## src/rtl/ysyx_22040931_bus_arbiter.sv

```systemverilog
// rtl/ysyx_22040931_bus_arbiter.sv - two-master (fetch, MEM) to one-slave memory port arbiter
module ysyx_22040931_bus_arbiter #(
    parameter int ADDR_W = 64,
    parameter int DATA_W = 64
) (
    input  logic                clock,
    input  logic                reset,
    input  logic                flush,
    input  logic                if_req_valid,
    output logic                if_req_ready,
    input  logic [ADDR_W-1:0]   if_addr,
    output logic                if_resp_valid,
    output logic [DATA_W-1:0]   if_rdata,
    input  logic                mem_req_valid,
    output logic                mem_req_ready,
    input  logic                mem_wen,
    input  logic [ADDR_W-1:0]   mem_addr,
    input  logic [DATA_W-1:0]   mem_wdata,
    input  logic [DATA_W/8-1:0] mem_wmask,
    output logic                mem_resp_valid,
    output logic [DATA_W-1:0]   mem_rdata,
    output logic                bus_req_valid,
    input  logic                bus_req_ready,
    output logic                bus_wen,
    output logic [ADDR_W-1:0]   bus_addr,
    output logic [DATA_W-1:0]   bus_wdata,
    output logic [DATA_W/8-1:0] bus_wmask,
    input  logic                bus_resp_valid,
    input  logic [DATA_W-1:0]   bus_rdata
);

    typedef enum logic [1:0] {
        S_IDLE,
        S_ISSUE,
        S_WAIT
    } state_t;

    state_t state;
    state_t state_next;

    logic                owner;
    logic                drop;
    logic                req_wen;
    logic [ADDR_W-1:0]   req_addr;
    logic [DATA_W-1:0]   req_wdata;
    logic [DATA_W/8-1:0] req_wmask;

    always_ff @(posedge clock) begin
        if (reset) begin
            state <= S_IDLE;
        end else begin
            state <= state_next;
        end
    end

    // MEM wins in IDLE: an older instruction is stalled behind it, so fetch must yield.
    always_comb begin
        state_next     = state;
        if_req_ready   = 1'b0;
        mem_req_ready  = 1'b0;
        bus_req_valid  = 1'b0;
        if_resp_valid  = 1'b0;
        mem_resp_valid = 1'b0;
        case (state)
            S_IDLE: begin
                mem_req_ready = mem_req_valid;
                if_req_ready  = if_req_valid & ~mem_req_valid & ~flush;
                if (mem_req_valid | if_req_ready) begin
                    state_next = S_ISSUE;
                end
            end
            S_ISSUE: begin
                bus_req_valid = 1'b1;
                if (bus_req_ready) begin
                    state_next = S_WAIT;
                end
            end
            S_WAIT: begin
                if (bus_resp_valid) begin
                    state_next     = S_IDLE;
                    mem_resp_valid = owner;
                    if_resp_valid  = ~owner & ~drop & ~flush;
                end
            end
            default: state_next = S_IDLE;
        endcase
    end

    always_ff @(posedge clock) begin
        if (reset) begin
            owner     <= 1'b0;
            drop      <= 1'b0;
            req_wen   <= 1'b0;
            req_addr  <= '0;
            req_wdata <= '0;
            req_wmask <= '0;
        end else if (state == S_IDLE) begin
            if (mem_req_valid) begin
                owner     <= 1'b1;
                drop      <= 1'b0;
                req_wen   <= mem_wen;
                req_addr  <= mem_addr;
                req_wdata <= mem_wdata;
                req_wmask <= mem_wen ? mem_wmask : '0;
            end else if (if_req_ready) begin
                owner     <= 1'b0;
                drop      <= 1'b0;
                req_wen   <= 1'b0;
                req_addr  <= if_addr;
                req_wmask <= '0;
            end
        end else if (~owner & flush) begin
            // The bus beat still completes; only its delivery to fetch is cancelled.
            drop <= 1'b1;
        end
    end

    assign bus_wen   = req_wen;
    assign bus_addr  = req_addr;
    assign bus_wdata = req_wdata;
    assign bus_wmask = req_wmask;
    assign if_rdata  = bus_rdata;
    assign mem_rdata = bus_rdata;

endmodule
```

## config.mk

```make
export PLATFORM = sky130hd
export DESIGN_NAME = ysyx_22040931_bus_arbiter
export DESIGN_NICKNAME = d
export VERILOG_FILES = /design/src/rtl/ysyx_22040931_bus_arbiter.sv
export SDC_FILE = /design/constraint.sdc
export NUM_CORES = 1
export LEC_CHECK = 0
export BUFFER_PORTS_ARGS = -buffer_cell sky130_fd_sc_hd__buf_2
export CAP_MARGIN = 25
export CORE_AREA = 2 2 212 214
export DETAILED_ROUTE_END_ITERATION = 10
export DIE_AREA = 0 0 214 216
export PLACE_DENSITY_LB_ADDON = 0.3
export SLEW_MARGIN = 20
export SYNTH_ARGS = -nofsm -noshare
export SYNTH_HDL_FRONTEND = slang
export SYNTH_SLANG_ARGS = --single-unit
```

## constraint.sdc

```tcl
create_clock -name clock -period 1.6 [get_ports clock]
set_input_delay 0.16 -clock clock [delete_from_list [all_inputs] [get_ports clock]]
set_output_delay 0.16 -clock clock [all_outputs]
set_load 0.02 [all_outputs]
```

==> reports/summary.txt <==
==============================================================================
Result of the run ............................................... finished, violations left
Failing checks .................................................. setup timing
Area fraction of the dominant cell type after synthesis .........        39.4%
Least-Margin Pin Slew ...........................................     0.511 ns
Die height ......................................................       216 µm
Non-filler instance count after layout ..........................         1748
Routability congestion estimate from global placement ...........        0.800
Cell taking the most area after synthesis .......................      dfxtp_1
CTS HTree Levels ................................................            4
Number of design rule violations left after detail routing ......            0
Final Hold Violating Endpoints ..................................            0
Crit path time final ............................................      1.76 ns
Util after Layout ...............................................        24.9%
Fraction of the yosys area taken by sequential cells ............        39.4%
Average size of a mapped cell ...................................     8.45 µm²
Clock transition at the registers of the reported paths .........      0.07 ns
Die span in x ...................................................       214 µm
Violation count after the first detailed-routing iteration ......          296
Number of flops mapped to enable cells by yosys .................            0
Share of the clock period used by the worst path ................         110%
Maximum frequency from static timing analysis ...................    0.569 GHz
Post-Syn Nets ...................................................         1119
Wire length after detailed routing ..............................     27600 µm
Compound-cell area share of the yosys netlist ...................        19.4%
HPWL after DPL ..................................................     17800 µm
Pre-CTS setup slack .............................................    0.0109 ns
Kind of start point of the critical path ........................         flop
Worst setup path class .......................................... flop to output port
Mux share of post-synthesis cell area ...........................        10.1%
Routed via count ................................................         6872
Final-stage net count ...........................................         1414
Layout overhead on the synthesized area .........................        52.4%
Routed len/inst .................................................      15.8 µm
Static leakage power ............................................      4.69 nW
Number of pins with negative max-slew slack in the final report .            0
Most used flip-flop cell after synthesis ........................      dfxtp_1
Share of cells above drive strength 1 ...........................        49.7%
Clock buffer count from CTS .....................................           17
Setup tns final .................................................     -1.63 ns
Power density relative to cell area .............................  1060 nW/µm²
Via count of the first global-routing pass ......................         6764
Antenna violation net count after detailed routing ..............            0
Cell count after synthesis ......................................          847
Clock latency on the worst-skew pair ............................      0.48 ns
Largest family of logic cells by synthesized area ............... buffers and inverters
Inst Count DP ...................................................         1625
Top post-synthesis cells by count ............................... 147 x nand2_1, 141 x dfxtp_1, 132 x buf_4
Max capacitance violation total .................................            0
Cell with the most instances after synthesis ....................      nand2_1
Max Buffers Root-to-Sink ........................................            2
GRT overflow ....................................................            0
Area share of and/or/nand/nor cells after synthesis .............        9.35%
RSZ-0062 raised after global routing ............................         true
Input/output buffers ............................................          349
Setup WS post-layout ............................................    -0.156 ns
Standard-cell rows ..............................................           77
Data required time at the worst endpoint ........................      1.44 ns
Arrival time reported for the critical path endpoint ............      1.60 ns
Worst-path fanout max ...........................................            4
Worst hold margin ...............................................     0.148 ns
Starting density of the core ....................................        16.3%
Area enclosed by the die boundary ...............................    46200 µm²
Number of register bits inferred by synthesis ...................          141
Area of the core region .........................................    43800 µm²
Netlist Area Pre-Place ..........................................     7160 µm²
Routed via count divided by cell count ..........................         3.93
Wire length of the first global-routing pass ....................     38800 µm
Clock root buffer ...............................................    clkbuf_16
Worst hold path class ........................................... input pin to flop
Remaining max-slew budget at the tightest pin ...................        66.0%
Xor and xnor area share after synthesis .........................           0%
Count of final setup violators ..................................           40
Syn. warnings ...................................................            0
Number of sinks driven by the clock tree ........................          141
Pin count of the biggest net entering global routing ............           86
Adder-cell area share of the yosys netlist ......................           0%
Number of top-level pins ........................................          542
Max VDD drop ....................................................       591 µV
Initial antenna violation count .................................            1
Worst clock skew on the final layout ............................    0.0115 ns
Post-synth cell types ...........................................           26
Share of flip-flops with an asynchronous set or reset ...........           0%
GRT Util Overall ................................................        11.1%
Cells taking the most area after synthesis ...................... dfxtp_1 39%, buf_4 14%, a211oi_1 13%
Router iterations before antenna repair .........................            6
CTS tree ........................................................          yes
Critical path capture point type ................................  output port
==============================================================================
registers in the layout, indices dropped and copies added, names as in the netlist:
| signal | count |
|---|---|
| state | 2 |
| bus_wdata | 64 |
| drop | 1 |
| bus_wen | 1 |
| owner | 1 |
| bus_wmask | 8 |
| bus_addr | 64 |
worst max-delay path, cell delays in order, from the launching register on:
cell,delay (ns)
dfxtp_2,0.35
buf_6,0.12
or2_4,0.26
buf_12,0.13
nor3_4,0.13
buf_6,0.14
layer usage:
metal,global-route usage [%],up-vias,wire length [µm]
met5,0,-,0
met4,6.55,0,1200
met3,4.45,70,2160
met2,18.0,312,13500
met1,12.2,3154,10800
li1,-,3336,-
path summary, 6_finish.rpt:
check	from	slack, ns	cells after the start	endpoint
worst max-delay path	state[0]	-0.16	5	if_req_ready
worst min-delay path	mem_addr[49]	0.15	4	bus_addr[49]
worst max register to register	state[0]	-0.11	7	bus_addr[27]
worst min register to register	bus_wdata[1]	0.45	2	bus_wdata[1]
kinds of logic (layout without fill, tap and decap cells):
| family | after synthesis | count (layout) |
|---|---|---|
| buf+inv | 266 | 572 |
| compound gates | 209 | 210 |
| simple gates | 167 | 167 |
| flops | 141 | 141 |
| mux | 64 | 64 |
| other cells | 0 | 2 |
area by class of cell:
type,instances,area (µm²)
tap,592,741
sequential,141,2830
fill,4730,32900
multi-input combinational,441,3190
antenna,2,5.00
clock buffer,18,439
clock inverter,13,238
timing repair buffer,474,3220
inverter,67,254
cell usage in the layout (no fill, tap or decap), types with 2 or more instances in the layout:
cell type      instances
a211oi_1              62
a211oi_2              65
a21o_4                 2
a21oi_1               68
a31oi_1                9
buf_12                13
buf_2                342
buf_4                 28
buf_6                  8
bufinv_16              6
clkbuf_16             23
clkinv_4               4
dfxtp_1              139
dfxtp_2                2
diode_2                2
dlygate4sd3_1         75
inv_1                 65
inv_6                  2
mux2_2                64
nand2_1              147
nand3_1                8
nor2b_1                2
per-stage QoR:
step | cell area (µm²) | total power, mW
after CTS | 10400 | 11.4
final | 10900 | 11.5
after global placement | 8790 | 6.34
after floorplan | 7160 | 5.84
after global routing | 10900 | 12.1
after detailed placement | 8790 | 6.34
where the power goes:
group | leakage [nW] | internal, mW | switching (mW)
clock | 0.331 | 2.97 | 1.72
combinational | 3.19 | 1.26 | 1.57
sequential | 1.16 | 3.83 | 0.162
repair_timing:
item	CTS	global route
resized for setup	28	66
pin swaps	5	14
setup endpoints to repair	12	91
hold endpoints to repair	74	0
hold buffers	75	0
cloned	1	10
buffers inserted	4	0
Note: power is estimated with default switching activity, not from simulation.
